**config.mk**
```make
export PLATFORM = sky130hd
export DESIGN_NAME = dmem_arbiter
export DESIGN_NICKNAME = d
export VERILOG_FILES = /design/src/rtl/dmem_arb_pkg.sv /design/src/rtl/dmem_arb_resp.sv /design/src/rtl/dmem_arbiter.sv
export SDC_FILE = /design/constraint.sdc
export NUM_CORES = 1
export LEC_CHECK = 0
export CAP_MARGIN = 0
export CORE_MARGIN = 2
export CORE_UTILIZATION = 31
export CTS_BUF_LIST = sky130_fd_sc_hd__clkbuf_16
export DETAILED_ROUTE_END_ITERATION = 8
export GPL_TIMING_DRIVEN = 0
export PLACE_DENSITY = 0.74
export REMOVE_ABC_BUFFERS = 1
export SLEW_MARGIN = 20
export SYNTH_ARGS = -nofsm -noshare
export SYNTH_HDL_FRONTEND = slang
export SYNTH_SLANG_ARGS = --single-unit
```
**constraint.sdc**
```tcl
create_clock -name clk -period 2.7 [get_ports clk]
set_input_delay 0.81 -clock clk [delete_from_list [all_inputs] [get_ports clk]]
set_output_delay 0.81 -clock clk [all_outputs]
set_load 0.01 [all_outputs]
```
**src/rtl/dmem_arb_pkg.sv**
```systemverilog
// Shared types for the data-memory arbiter: FSM state encoding, read-owner codes
// and the saturating starvation-counter increment.
package dmem_arb_pkg;

    typedef enum logic [1:0] {
        IDLE     = 2'd0,
        CORE     = 2'd1,
        DBG      = 2'd2,
        DBG_LOCK = 2'd3
    } arb_state_e;

    localparam logic [1:0] OWN_NONE = 2'd0;
    localparam logic [1:0] OWN_CORE = 2'd1;
    localparam logic [1:0] OWN_DBG  = 2'd2;

    function automatic logic [3:0] sat_inc4(input logic [3:0] v);
        return (v == 4'hf) ? v : v + 4'd1;
    endfunction

endpackage

```
**src/rtl/dmem_arb_resp.sv**
```systemverilog
// Read-response router: remembers who was granted a read and steers the next-cycle
// m_rdata to that requester, holding each requester's last read data otherwise.
module dmem_arb_resp
    import dmem_arb_pkg::*;
#(
    parameter int DATA_W = 32
) (
    input  logic              clk,
    input  logic              reset,
    input  logic [1:0]        rd_owner,
    input  logic [DATA_W-1:0] m_rdata,
    output logic              c_rvalid,
    output logic              d_rvalid,
    output logic [DATA_W-1:0] c_rdata,
    output logic [DATA_W-1:0] d_rdata
);

    logic [1:0]        owner_q, owner_d;
    logic [DATA_W-1:0] c_hold_q, c_hold_d;
    logic [DATA_W-1:0] d_hold_q, d_hold_d;

    always_comb begin
        owner_d  = rd_owner;
        c_rvalid = (owner_q == OWN_CORE);
        d_rvalid = (owner_q == OWN_DBG);
        c_rdata  = c_rvalid ? m_rdata : c_hold_q;
        d_rdata  = d_rvalid ? m_rdata : d_hold_q;
        c_hold_d = c_rdata;
        d_hold_d = d_rdata;
    end

    // Async clear of owner_q also cancels a response still in flight.
    always_ff @(posedge clk or negedge reset) begin
        if (!reset) begin
            owner_q  <= OWN_NONE;
            c_hold_q <= '0;
            d_hold_q <= '0;
        end else begin
            owner_q  <= owner_d;
            c_hold_q <= c_hold_d;
            d_hold_q <= d_hold_d;
        end
    end

endmodule

```
**src/rtl/dmem_arbiter.sv**
```systemverilog
// Two-master data-memory arbiter (core vs debug/loader) with lock and starvation guard.
// Define DMEM_ARB_RR_EN for round-robin conflict resolution; default is core priority.
module dmem_arbiter
    import dmem_arb_pkg::*;
#(
    parameter int DATA_W     = 32,
    parameter int DM_ADDRESS = 9,
    parameter int WAIT_MAX   = 8
) (
    input  logic                  clk,
    input  logic                  reset,
    input  logic                  c_req,
    input  logic                  c_we,
    input  logic [DM_ADDRESS-1:0] c_addr,
    input  logic [DATA_W-1:0]     c_wdata,
    input  logic [2:0]            c_funct3,
    output logic                  c_gnt,
    output logic                  c_rvalid,
    output logic                  c_stall,
    output logic [DATA_W-1:0]     c_rdata,
    input  logic                  d_req,
    input  logic                  d_we,
    input  logic                  d_lock,
    input  logic [DM_ADDRESS-1:0] d_addr,
    input  logic [DATA_W-1:0]     d_wdata,
    input  logic [2:0]            d_funct3,
    output logic                  d_gnt,
    output logic                  d_rvalid,
    output logic [DATA_W-1:0]     d_rdata,
    output logic                  m_read,
    output logic                  m_write,
    output logic [DM_ADDRESS-1:0] m_addr,
    output logic [DATA_W-1:0]     m_wdata,
    output logic [2:0]            m_funct3,
    input  logic [DATA_W-1:0]     m_rdata
);

    localparam logic [3:0] WaitMaxC = 4'(WAIT_MAX);

    arb_state_e state_q, state_d;
    logic [3:0] wait_cnt_q, wait_cnt_d;
    logic       dbg_wins;
    logic       policy_dbg;
    logic [1:0] rd_owner;

`ifdef DMEM_ARB_RR_EN
    logic rr_dbg_q, rr_dbg_d;

    assign policy_dbg = rr_dbg_q;
    // Loser of a conflict wins the next one.
    assign rr_dbg_d   = (c_req && d_req) ? c_gnt : rr_dbg_q;

    always_ff @(posedge clk or negedge reset) begin
        if (!reset) begin
            rr_dbg_q <= 1'b0;
        end else begin
            rr_dbg_q <= rr_dbg_d;
        end
    end
`else
    assign policy_dbg = 1'b0;
`endif

    always_comb begin
        dbg_wins = (state_q == DBG_LOCK) || (wait_cnt_q == WaitMaxC) || policy_dbg;
        // Grants are forced low while reset is asserted.
        c_gnt    = reset && c_req && !(d_req && dbg_wins);
        d_gnt    = reset && d_req && !(c_req && !dbg_wins);
        c_stall  = c_req && !c_gnt;

        m_read   = (c_gnt && !c_we) || (d_gnt && !d_we);
        m_write  = (c_gnt && c_we) || (d_gnt && d_we);
        m_addr   = '0;
        m_wdata  = '0;
        m_funct3 = '0;
        rd_owner = OWN_NONE;
        if (c_gnt) begin
            m_addr   = c_addr;
            m_wdata  = c_wdata;
            m_funct3 = c_funct3;
            rd_owner = c_we ? OWN_NONE : OWN_CORE;
        end else if (d_gnt) begin
            m_addr   = d_addr;
            m_wdata  = d_wdata;
            m_funct3 = d_funct3;
            rd_owner = d_we ? OWN_NONE : OWN_DBG;
        end

        state_d = state_q;
        if (state_q == DBG_LOCK) begin
            if (!d_req || !d_lock) begin
                state_d = IDLE;
            end
        end else if (d_gnt) begin
            state_d = d_lock ? DBG_LOCK : DBG;
        end else if (c_gnt) begin
            state_d = CORE;
        end

        wait_cnt_d = (d_req && !d_gnt) ? sat_inc4(wait_cnt_q) : 4'd0;
    end

    always_ff @(posedge clk or negedge reset) begin
        if (!reset) begin
            state_q    <= IDLE;
            wait_cnt_q <= 4'd0;
        end else begin
            state_q    <= state_d;
            wait_cnt_q <= wait_cnt_d;
        end
    end

    dmem_arb_resp #(
        .DATA_W(DATA_W)
    ) u_resp (
        .clk     (clk),
        .reset   (reset),
        .rd_owner(rd_owner),
        .m_rdata (m_rdata),
        .c_rvalid(c_rvalid),
        .d_rvalid(d_rvalid),
        .c_rdata (c_rdata),
        .d_rdata (d_rdata)
    );

endmodule

```
==> run summary, run 1 <==
TritonCTS built the clock tree. The remaining antenna violation count after routing is 0. Clock skew on the completed layout was measured at 8.51 ps. The post-layout worst setup margin came out at -220 ps. The clock latency of the later-clocked register in the worst-skew pair is about 320 ps.

The total number of H-tree levels is 3. The largest voltage drop on the vdd net came out at 0.368 mV. Entering global routing, the biggest net connects 32 pins. The floorplan step defined a core boundary enclosing 10400 um2. The largest stage delay on the critical path came out at around 390 ps. The number of sinks driven by the clock tree came out at 72.

The library cell used most frequently in the layout, excluding fill and tap cells, is sky130_fd_sc_hd__clkdlybuf4s50_1. The number of optimization iterations in the first detailed-route pass is 4. The post-route minimum period came out at between 2000 and 3000 ps. The number of enable-type register cells in the synthesized netlist is 0. Of the cells placed in the final design, the portion with a size suffix greater than 1 is 0.414. The signal on the critical path passes through inv_1, ha_2, nand3b_1, a31oi_4, buf_4, buf_6, a22o_1, buf_2. From synthesis to final layout, the design area changed by 103%. The count of distinct cell types in the synthesized netlist is 35. In this run the worst path has a maximum fanout of 6. The die outline area came out at 11700 um2. The post-synthesis cell count came out at 246. For this run, the number of Yosys warnings is 0. For this run, design rule violations remaining after detail routing come to 0. The critical path data arrival time came out at around 2100 ps. STA classifies the critical path endpoint as an output port. The CTS buffer count is 9. The highest clock frequency the design can meet came out at 343 MHz. The chip width is 108 um. Port buffering added 241 buffers. The part of the cycle the worst path needs is 1.08. The number of nets in the layout came out at about 660. Clock-pin slew was measured on the worst setup and hold paths at roughly 60 ps. The slew at the pin closest to its max-slew limit came out at 424 ps. The primary flip-flop cell chosen by synthesis mapping is sky130_fd_sc_hd__dfrtp_1.

The tool flagged a number of max-cap violations equal to 0. Counting along the longest clock path gives a buffer depth of 2. After detailed routing, the total wire length is between 10 and 15 mm.

The number of global-route vias before repair was between 3000 and 4000. The ratio of total power to cell area is about 600 nW/um2. The count of pins over their slew limit came out at 0. The initial antenna violation count is 0.

The share of total power dissipated in sequential elements is 0.349. 242 I/O pins were placed. The per-cell via count in the routed design is roughly 5. The wire length of the first global-routing pass is ~20 mm. The class of the most critical setup path is reg2out. The slowest stage of the critical path is the sky130_fd_sc_hd__dfrtp_1 cell. The flow ran to the end, but the final reports show violations. The final design utilization came out at 0.654.

The half-perimeter wire length after detailed placement is approximately 10 mm. The wire length per cell is approximately 21 um. In this run the worst hold path is classified as in2async. The global-route usage over all layers came out at 0.232. The setup violation total in the final timing report is 47. The cell area after synthesis is ~3300 um2.

The initial utilization of the core area, before any placement, comes to 0.322. The site row count is 37. Of the total power, the share spent switching nets is 0.285.

The average instance area after synthesis is roughly 14 um2. In this run, synthesis produced a sequential element count of 72. The root buffer cell chosen for the clock tree is sky130_fd_sc_hd__clkbuf_16. Detailed routing inserted a total of about 3300 vias. The cell-internal power came out at 0.00290 W. The proportion of power drawn by combinational gates came out at 0.371. At the end of routability-driven placement, the weighted congestion stood at 0.850. The cell class contributing the biggest share of worst-path delay is buffers and inverters.

The checks that failed: setup timing. In this run the tightest slew margin relative to its limit is 0.717. The number of design-rule violations left by the first detailed-router iteration came out at between 200 and 250. The number of antenna cells inserted came out at 0.

For this design the total switching power over the nets is between 0.001 and 0.0015 W. The fraction of power consumed by the clock network is 0.279. Timing analysis after detailed placement gives a worst setup slack of -1430 ps. Setup repair after global routing could not meet its margin everywhere. The required time of the worst setup path came out at roughly 1900 ps.

The total global routing overflow is 0. Together, buffers and inverters on the worst path number 4. The total negative slack is -5830 ps. The hold violation count in the final report came out at 0.

The y dimension of the die came out at between 100 and 150 um. Leaving out fill and tap cells, the most frequent cells in the layout are 125 x sky130_fd_sc_hd__clkdlybuf4s50_1, 71 x sky130_fd_sc_hd__dfrtp_1, 64 x sky130_fd_sc_hd__mux2_2. The type of origin of the critical path is a register. The leakage power figure came out at approximately 3.1 nW. The sequential fraction of the synthesis area is 0.538. After synthesis, the share of flip-flops with an asynchronous set or reset is 1.00.
cell usage after synthesis, types with 2 or more instances:
| master | instances | area [um2] |
|---|---|---|
| sky130_fd_sc_hd__dfrtp_1 | 72 | 1800 |
| sky130_fd_sc_hd__mux2_2 | 64 | 721 |
| sky130_fd_sc_hd__a22o_1 | 32 | 280 |
| sky130_fd_sc_hd__a22o_2 | 13 | 130 |
| sky130_fd_sc_hd__buf_2 | 11 | 55.1 |
| sky130_fd_sc_hd__inv_1 | 6 | 22.5 |
| sky130_fd_sc_hd__nor2_1 | 5 | 18.8 |
| sky130_fd_sc_hd__buf_6 | 4 | 45.0 |
| sky130_fd_sc_hd__nand2_1 | 4 | 15.0 |
| sky130_fd_sc_hd__a21oi_1 | 3 | 15.0 |
| sky130_fd_sc_hd__clkbuf_1 | 3 | 11.3 |
| sky130_fd_sc_hd__a31oi_1 | 2 | 12.5 |
| sky130_fd_sc_hd__and2_1 | 2 | 12.5 |
| sky130_fd_sc_hd__ha_1 | 2 | 25.0 |
| sky130_fd_sc_hd__nand3_1 | 2 | 10.0 |
| sky130_fd_sc_hd__nor3_1 | 2 | 10.0 |
layout make-up:
type | count | area [um2]
Clock buffer | 9 | 225
Clock inverter | 6 | 61.3
Fill cell | 793 | 3600
Inverter | 6 | 22.5
Multi-Input combinational cell | 151 | 1650
Sequential cell | 72 | 1800
Tap cell | 136 | 170
Timing Repair Buffer | 287 | 2880
routing by layer:
| metal | track usage | routed length [um] | part of all wire |
|---|---|---|---|
| met1 | 0.265 | 5220 | 0.37 |
| met4 | 0.103 | 648 | 0.046 |
| met3 | 0.0663 | 1180 | 0.083 |
| met2 | 0.404 | 7100 | 0.50 |
| met5 | 0 | 0 | 0 |
cells by family (layout without fill, tap and decap cells):
group / after synthesis / count (layout) / synth area share
xor gates and xnor gates: 1 / 1 / 0.00262
adders and majority gates: 2 / 2 / 0.00747
AOI/OAI and AO/OA: 58 / 59 / 0.151
muxes: 65 / 65 / 0.218
DFF: 72 / 72 / 0.538
and+or+nand+nor: 24 / 24 / 0.0433
buffers and inverters: 24 / 308 / 0.0400
stage by stage:
step / total power (W) / cells / hold slack [ps] / cell area [um2]
2_1_floorplan: 0.00202 / 228 / 494 / 3240
3_3_place_gp: 0.00295 / 605 / 477 / 5820
3_5_place_dp: 0.00301 / 611 / 481 / 5980
4_1_cts: 0.00404 / 658 / 303 / 6560
5_1_grt: 0.00427 / 667 / 299 / 6810
6_report: 0.00406 / 667 / 310 / 6810
power groups by stage:
stage	sequential, W	clock (W)	combinational [W]
after global routing	0.00144	0.00122	0.00161
after detailed placement	0.00144	0	0.00157
after global placement	0.00142	0	0.00152
after CTS	0.00142	0.00116	0.00146
final	0.00142	0.00113	0.00151
after floorplan	0.00141	0	0.000612
worst paths after layout:
path,start,endpoint,slack [ps],cells after the start
worst min register to register,u_resp.d_hold_q[9]$_DFF_PN0_,u_resp.d_hold_q[9]$_DFF_PN0_,490,1
worst max-delay path,wait_cnt_q[0]$_DFFE_PN0P_,m_wdata[1],-220,8
worst min-delay path,reset,wait_cnt_q[1]$_DFFE_PN0P_,310,1
min in group clk,u_resp.d_hold_q[9]$_DFF_PN0_,u_resp.d_hold_q[9]$_DFF_PN0_,490,1
max in group asynchronous,reset,u_resp.d_hold_q[25]$_DFF_PN0_,2010,2
worst max register to register,wait_cnt_q[0]$_DFFE_PN0P_,wait_cnt_q[2]$_DFFE_PN0P_,870,7
what timing repair did:
item,CTS,global route
setup endpoints to repair,115,58
gates resized for setup,341,61
hold buffers,0,0
pin swaps,13,17
setup buffers,25,11
hold endpoints to repair,0,0
gates cloned,7,2
sequential cells by signal (all words and copies together) (netlist names):
name             flops
state_q              2
u_resp.c_hold_q     32
wait_cnt_q           4
u_resp.d_hold_q     32
u_resp.owner_q       2
Note: power is estimated with default switching activity, not from simulation.
==> run 2, diff against run 1 <==
--- a/config.mk
+++ b/config.mk
@@ -7,11 +7,11 @@
 export LEC_CHECK = 0
 export CAP_MARGIN = 0
 export CORE_MARGIN = 2
-export CORE_UTILIZATION = 31
+export CORE_UTILIZATION = 35
 export CTS_BUF_LIST = sky130_fd_sc_hd__clkbuf_16
 export DETAILED_ROUTE_END_ITERATION = 8
 export GPL_TIMING_DRIVEN = 0
-export PLACE_DENSITY = 0.74
+export PLACE_DENSITY = 0.79
 export REMOVE_ABC_BUFFERS = 1
 export SLEW_MARGIN = 20
 export SYNTH_ARGS = -nofsm -noshare
==> constraint.sdc (replaced) <==
create_clock -name clk -period 3.3 [get_ports clk]
set_input_delay 0.99 -clock clk [delete_from_list [all_inputs] [get_ports clk]]
set_output_delay 0.99 -clock clk [all_outputs]
set_load 0.01 [all_outputs]
==> run 2 against run 1 <==
- the flow now finishes without violations
- utilization is 6.8 points higher
- sequential share of layout area is 0.42 points higher
- global-route usage grew 5.0 points
- sequential power is 18% lower
- cell count shrank 2.5%
- sequential cell count did not move
- register-to-register slack better by 640 ps
- clock skew grew 1.4 ps
- non-clock buffer count shrank 12
- design area is 1.6% lower
- largest power group unchanged
==> run summary, run 2 (synthesized netlist as in run 1, its figures left out) <==
The run finished with clean final reports. The area of the core region came out at around 9300 um2. Based on the critical path, the design can be clocked at up to 304 MHz. Setup violations remaining at the end of the flow were counted as 0.

The layer flagged by global routing as most heavily used is met2. The worst setup path is captured at an output port. The residual DRC count is 0. The area added between synthesis and finish came out at 100%. The library cells used most frequently in the layout, excluding fill and tap cells, are 190 x sky130_fd_sc_hd__clkdlybuf4s50_1, 71 x sky130_fd_sc_hd__dfrtp_1, 64 x sky130_fd_sc_hd__mux2_2. The post-detailed-routing wire length is about 15 mm. The pin count of the biggest net entering global routing came out at 26. The count of pins over their slew limit came to 0. The part of the cycle the worst path needs came out at 0.996. The largest registers in the layout are u_resp.c_hold_q: 32 flops, u_resp.d_hold_q: 32 flops, wait_cnt_q: 4 flops. The hold violation count in the final report came out at 0. The wire length of the first global-routing pass is between 20 and 25 mm. The clock skew after layout came out at roughly 9.9 ps. For met2 alone, demand over resource in global routing was 0.487. The y dimension of the die is approximately 100 um. The worst hold margin is 466 ps.

The slowest stage of the critical path is the sky130_fd_sc_hd__nor3_4 cell. The number of optimization iterations in the first detailed-route pass is 4. Clock-pin slew was measured on the worst setup and hold paths at ~60 ps.

TritonCTS created 9 clock buffers. The number of nets in the layout came out at 644. The global-route usage over all layers came out at 0.282. The number of design-rule violations left by the first detailed-router iteration came out at around 140. The chip width came out at ~100 um. The post-route minimum period came out at 3290 ps. Traced cell by cell, the critical path runs through buf_4, and4b_4, nor3_4, buf_8, buf_16, a22o_4, clkdlybuf4s15_2.

The finished layout holds 650 standard cells, fillers aside. The most frequent standard cell in the layout excluding fill and tap cells is sky130_fd_sc_hd__clkdlybuf4s50_1. The total global routing overflow is 0. Dividing total power by cell area gives a power density of about 520 nW/um2. The buffering stage count on the worst path with inverters included came out at 4. In the final layout, the share of cells above drive strength 1 is 0.338. The peak fanout along the critical path is 12. The clock latency of the later-clocked register in the worst-skew pair came out at roughly 330 ps. Dividing the detail-routed via count by the number of cells gives slightly above 5. The largest single stage delay on the critical path is ~230 ps. The wire length per cell came out at between 20 and 25 um. The type of origin of the critical path is an input port. Among cell families on the critical path, the largest total delay comes from buffers and inverters. The number of global-route vias before repair came out at approximately 3500.

The required time of the worst setup path came out at 2310 ps. The worst slew slack as a fraction of its limit is 0.691. The total number of H-tree levels is 3. TritonCTS built the clock tree.

Detailed placement ended at an HPWL of roughly 11 mm. The critical path data arrival time is between 2000 and 2500 ps. After detailed placement, the design holds a cell count of slightly above 600. The site row count is 35. For flop-to-flop paths, the worst setup slack is between 1500 and 2000 ps. The clock root buffer is sky130_fd_sc_hd__clkbuf_16. The leakage power figure came out at 2.88 nW.

The total I/O pin count came out at 242. The number of hold buffers added after cts is 0. Across the run, the number of max-cap violations was 0. For met3 alone, demand over resource in global routing was 0.108. The die outline area came out at 10400 um2. The tightest min-delay check is of the in2async type. The final route contains about 3300 vias.

The largest voltage drop on the vdd net is between 0.2 and 0.3 mV. The final weighted congestion in routability-driven placement is 0.799. The number of sinks driven by the clock tree is a little over 70. The remaining antenna violation count after routing is 0. The port buffer count is roughly 240. For met1 alone, demand over resource in global routing was 0.330. The slew at the pin closest to its max-slew limit is approximately 460 ps.

The initial antenna violation count came out at 4. The largest buffer count on any clock path is 2. The initial cell density of the core came out at 0.361.

The critical path in this run is classified as in2out.
run 2: changes by cell type in the layout (fill, tap and decap cells not counted), sizes merged, moves of 3 or more:
cell           before  now
clkdlybuf4s15       3   24
clkdlybuf4s50     125  190
bufbuf              1    4
dlygate4sd2        54    6
buf               101   35
inv                 6    9
clkbuf             12   25
run 2: routing by layer:
layer	part of all wire	routed length [um]
met1	0.36	5520
met3	0.11	1650
met5	0.0029	44
met4	0.025	375
met2	0.50	7670
run 2: power breakdown:
part | total [W] | internal (W) | switching (W)
clock network | 0.000980 | 0.000592 | 0.000388
logic | 0.00135 | 0.000819 | 0.000529
registers | 0.00116 | 0.00110 | 0.0000669
total | 0.00349 | 0.00251 | 0.000984
run 2: path summary, 6_finish.rpt:
kind | from | end | cells after the start
min reg2reg | u_resp.d_hold_q[17]$_DFF_PN0_ | u_resp.d_hold_q[17]$_DFF_PN0_ | 1
min | reset | u_resp.c_hold_q[25]$_DFF_PN0_ | 1
max reg2reg | wait_cnt_q[1]$_DFFE_PN0P_ | state_q[0]$_DFFE_PN0P_ | 7
min in group clk | u_resp.d_hold_q[17]$_DFF_PN0_ | u_resp.d_hold_q[17]$_DFF_PN0_ | 1
max | d_req | m_wdata[8] | 7
max in group asynchronous | reset | wait_cnt_q[0]$_DFFE_PN0P_ | 2
run 2: repair_timing:
action | 4_1_cts | 5_1_grt
setup endpoints to repair | 67 | 45
pin swaps | 3 | 2
gates cloned | 6 | 1
setup buffers | 18 | 4
gates resized for setup | 102 | 48
run 2: final cells by class:
| cell class | instances | area [um2] |
|---|---|---|
| antenna | 1 | 2.50 |
| clock buffer | 9 | 225 |
| clock inverter | 7 | 76.3 |
| fill | 660 | 2580 |
| inverter | 6 | 22.5 |
| multi-input combinational | 151 | 1540 |
| sequential | 72 | 1800 |
| tap | 129 | 161 |
| timing repair buffer | 275 | 2880 |
run 2: through the flow:
stage	cell area (um2)	total power, W	util	setup TNS [ps]	setup slack, ps
6_report	6710	0.00349	0.722	0	14.7
5_1_grt	6700	0.00365	0.722	-6.59	-5.92
4_1_cts	6690	0.00350	0.720	0	1.47
3_5_place_dp	5970	0.00246	0.643	-55240	-1300
3_3_place_gp	5810	0.00241	0.626	-432590	-5580
2_1_floorplan	3240	0.00165	-	-52760	-1090
==> run 3, diff against run 2 <==
--- a/config.mk
+++ b/config.mk
@@ -5,13 +5,16 @@
 export SDC_FILE = /design/constraint.sdc
 export NUM_CORES = 1
 export LEC_CHECK = 0
+export ABC_CLOCK_PERIOD_IN_PS = 3300
 export CAP_MARGIN = 0
-export CORE_MARGIN = 2
-export CORE_UTILIZATION = 35
+export CORE_AREA = 2 2 93 95
 export CTS_BUF_LIST = sky130_fd_sc_hd__clkbuf_16
 export DETAILED_ROUTE_END_ITERATION = 8
+export DIE_AREA = 0 0 95 97
+export DONT_BUFFER_PORTS = 1
 export GPL_TIMING_DRIVEN = 0
-export PLACE_DENSITY = 0.79
+export PLACE_DENSITY = 0.53
+export RECOVER_POWER = 50
 export REMOVE_ABC_BUFFERS = 1
 export SLEW_MARGIN = 20
 export SYNTH_ARGS = -nofsm -noshare
==> run 3 against run 2 <==
- largest cell class is now registers
- power shrank 22%
- global-route usage down 10 points
- critical path type is now reg2out
- largest power group is now registers
- clock power about the same
- design area fell by 43%
==> run summary, run 3 (synthesized netlist as in run 1, its figures left out) <==
After detailed routing, the number of remaining DRC violations is 0. The worst register-to-register path has a depth of 3. For the pin with the worst max-slew slack, the measured transition is roughly 690 ps. The hold violation count in the final report came out at 0. The remaining antenna violation count after routing is 0. In the final design database the tool counted between 300 and 400 nets. In the final routed layout, each cell accounts on average for 23.9 um. Data arrives at the worst endpoint at approximately 2100 ps. In this run the critical register-to-register path is launched from u_resp.owner_q[1]$_DFF_PN0_. Measured along the x axis, the die boundary spans between 90 and 100 um. In the global route stage, overall resource usage came out at 0.181.

The leakage power figure came out at 1.64 nW. The clock latency of the later-clocked register in the worst-skew pair came out at about 320 ps. Setup repair after global routing left no endpoint under its margin. The count of pins over their slew limit came out at 0.

For the finished layout, the period the worst path requires is about 3100 ps. The die is about 97 um tall. The post-layout worst setup margin came out at roughly 180 ps. The finished layout cell area is around 3800 um2. The largest registers in the layout are u_resp.c_hold_q: 32 flops, u_resp.d_hold_q: 32 flops, wait_cnt_q: 4 flops. The setup violation total in the final timing report came out at 0. Across the run, the number of max-cap violations was 0. In the global route stage, met3 resource usage came out at 0.115. The footprint of the multi-input gates is roughly 1400 um2.

The number of inserted filler cells in the final layout came out at about 740. The met1 usage in global routing came out at 0.227. The share of layout cells above drive strength 1 came out at 0.242.

The clock skew after layout is 5.02 ps. The highest clock frequency the design can meet came out at around 320 MHz. The path category of the worst min-delay check is in2async. The worst slack at placement is between 150 and 200 ps.

The initial utilization of the core area, before any placement, comes to 0.412. The core region is 8130 um2. The number of gates resized after cts is 0. The library cell used most frequently in the layout, excluding fill and tap cells, is sky130_fd_sc_hd__dfrtp_1. The reg-to-reg endpoint is u_resp.c_hold_q[29]$_DFF_PN0_. The top cell types in the final layout, fill and taps aside, are 72 x sky130_fd_sc_hd__dfrtp_1, 45 x sky130_fd_sc_hd__mux2_1, 32 x sky130_fd_sc_hd__a22o_1.

The total power of the final layout is around 0.0027 W. The placed instances occupy a cell area of between 3000 and 4000 um2. The die covers just over 9000 um2. By startpoint and endpoint, the worst setup path is classified as reg2out. The CTS clock-pin slew for the worst setup and hold paths came out at about 60 ps.

The total I/O pin count is 242. The wire length of the first global-routing pass came out at 12.4 mm. The clock net in this run drives a total of 72 sinks.

The number of antenna cells inserted is 0. The number of global-route vias before repair is between 2000 and 2500. The first routing iteration left 47 violations. The largest buffer count on any clock path came out at 2. The CTS buffer count is 9.

The flow ran to the end, and the final reports show no timing, DRC or antenna violations. The worst setup path is captured at an output port. Entering global routing, the biggest net connects 80 pins. The largest voltage drop on the vdd net is ~0.31 mV. The area added between synthesis and finish came out at 14.5%. The required time of the worst setup path came out at 2310 ps. The ratio of total power to cell area came out at between 700 and 800 nW/um2.

The half-perimeter wire length after detailed placement came out at 6.62 mm. The worst slew slack as a fraction of its limit is 0.541. The port buffer count is 0. The total number of H-tree levels came out at 3.

The per-cell via count in the routed design came out at about 5.8. The part of the cycle the worst path needs is 0.945. The floorplan has 33 rows. The most congested layer reported by global routing is met2.

The setup check on the worst reg-to-reg path leaves a slack of 1560 ps. The count of vias placed by the detailed router is approximately 2100. In the global route stage, met2 resource usage came out at 0.259. The total global routing overflow is 0. The initial antenna violation count came out at 0.

After routing, the total negative slack on setup checks comes to 0 ps. The type of origin of the critical path is a register. The CTS tree is done.

The sequential cell area is approximately 1800 um2. The final weighted congestion in routability-driven placement is roughly 0.73. Before antenna repair, the detailed router went through 4 iterations. The tree is rooted in a sky130_fd_sc_hd__clkbuf_16.

The peak fanout along the critical path is 24. The post-detailed-routing wire length came out at approximately 8.5 mm.
run 3: cell count changes in the layout (fill, tap and decap cells not counted), moves of 15 or more:
cell,change
sky130_fd_sc_hd__buf_4,-16
sky130_fd_sc_hd__clkbuf_2,-15
sky130_fd_sc_hd__clkdlybuf4s15_1,-18
sky130_fd_sc_hd__mux2_2,-45
sky130_fd_sc_hd__mux2_1,+45
sky130_fd_sc_hd__clkdlybuf4s50_1,-190
run 3: report_power, final:
group | switching, W | internal [W] | total (W)
sequential | 0.0000588 | 0.00110 | 0.00116
combinational | 0.000355 | 0.000210 | 0.000565
clock | 0.000349 | 0.000655 | 0.00100
run 3: worst max-delay path: stages, from the launching register on:
cell,delay [ps]
sky130_fd_sc_hd__dfrtp_1,420
sky130_fd_sc_hd__inv_1,60
sky130_fd_sc_hd__ha_1,200
sky130_fd_sc_hd__and4b_4,220
sky130_fd_sc_hd__nor3_4,180
sky130_fd_sc_hd__buf_8,200
sky130_fd_sc_hd__buf_8,200
sky130_fd_sc_hd__a22o_1,310
run 3: area by class of cell:
| cell class | count | share of cell area |
|---|---|---|
| repair buffers | 9 | 0.0385 |
| clock buffers | 9 | 0.0587 |
| flip-flops and latches | 72 | 0.470 |
| multi-input cells | 150 | 0.371 |
| inverters | 6 | 0.00587 |
| clock inverters | 6 | 0.0222 |
| well taps | 105 | 0.0343 |
run 3: repair_timing:
| item | CTS | global route |
|---|---|---|
| setup buffers | 0 | 4 |
| hold buffers | 0 | 0 |
| setup endpoints to repair | 0 | 32 |
run 3: worst max path at each step:
stage / from / endpoint / slack [ps] / depth (start not counted)
floorplan: d_req / m_addr[0] / -1090 / 3
global placement: reset / m_wdata[6] / -1790 / 3
detailed placement: reset / m_wdata[6] / 190 / 4
CTS: wait_cnt_q[0]$_DFFE_PN0P_ / m_wdata[6] / 9 / 6
global route: wait_cnt_q[0]$_DFFE_PN0P_ / m_wdata[6] / 3 / 7
finish: wait_cnt_q[0]$_DFFE_PN0P_ / m_wdata[6] / 180 / 7
run 3: layer usage:
metal	vias to the layer above	routed length, um
met4	0	62
met3	7	1190
met1	1014	3380
met2	124	3910
met5	-	0
li1	928	-
run 3: through the flow:
step           utilization  hold WS [ps]  std cells
3_5_place_dp         0.430           528        338
5_1_grt              0.471           335        357
2_1_floorplan            -           494        228
3_3_place_gp         0.414           523        333
6_report             0.471           360        357
4_1_cts              0.468           343        353
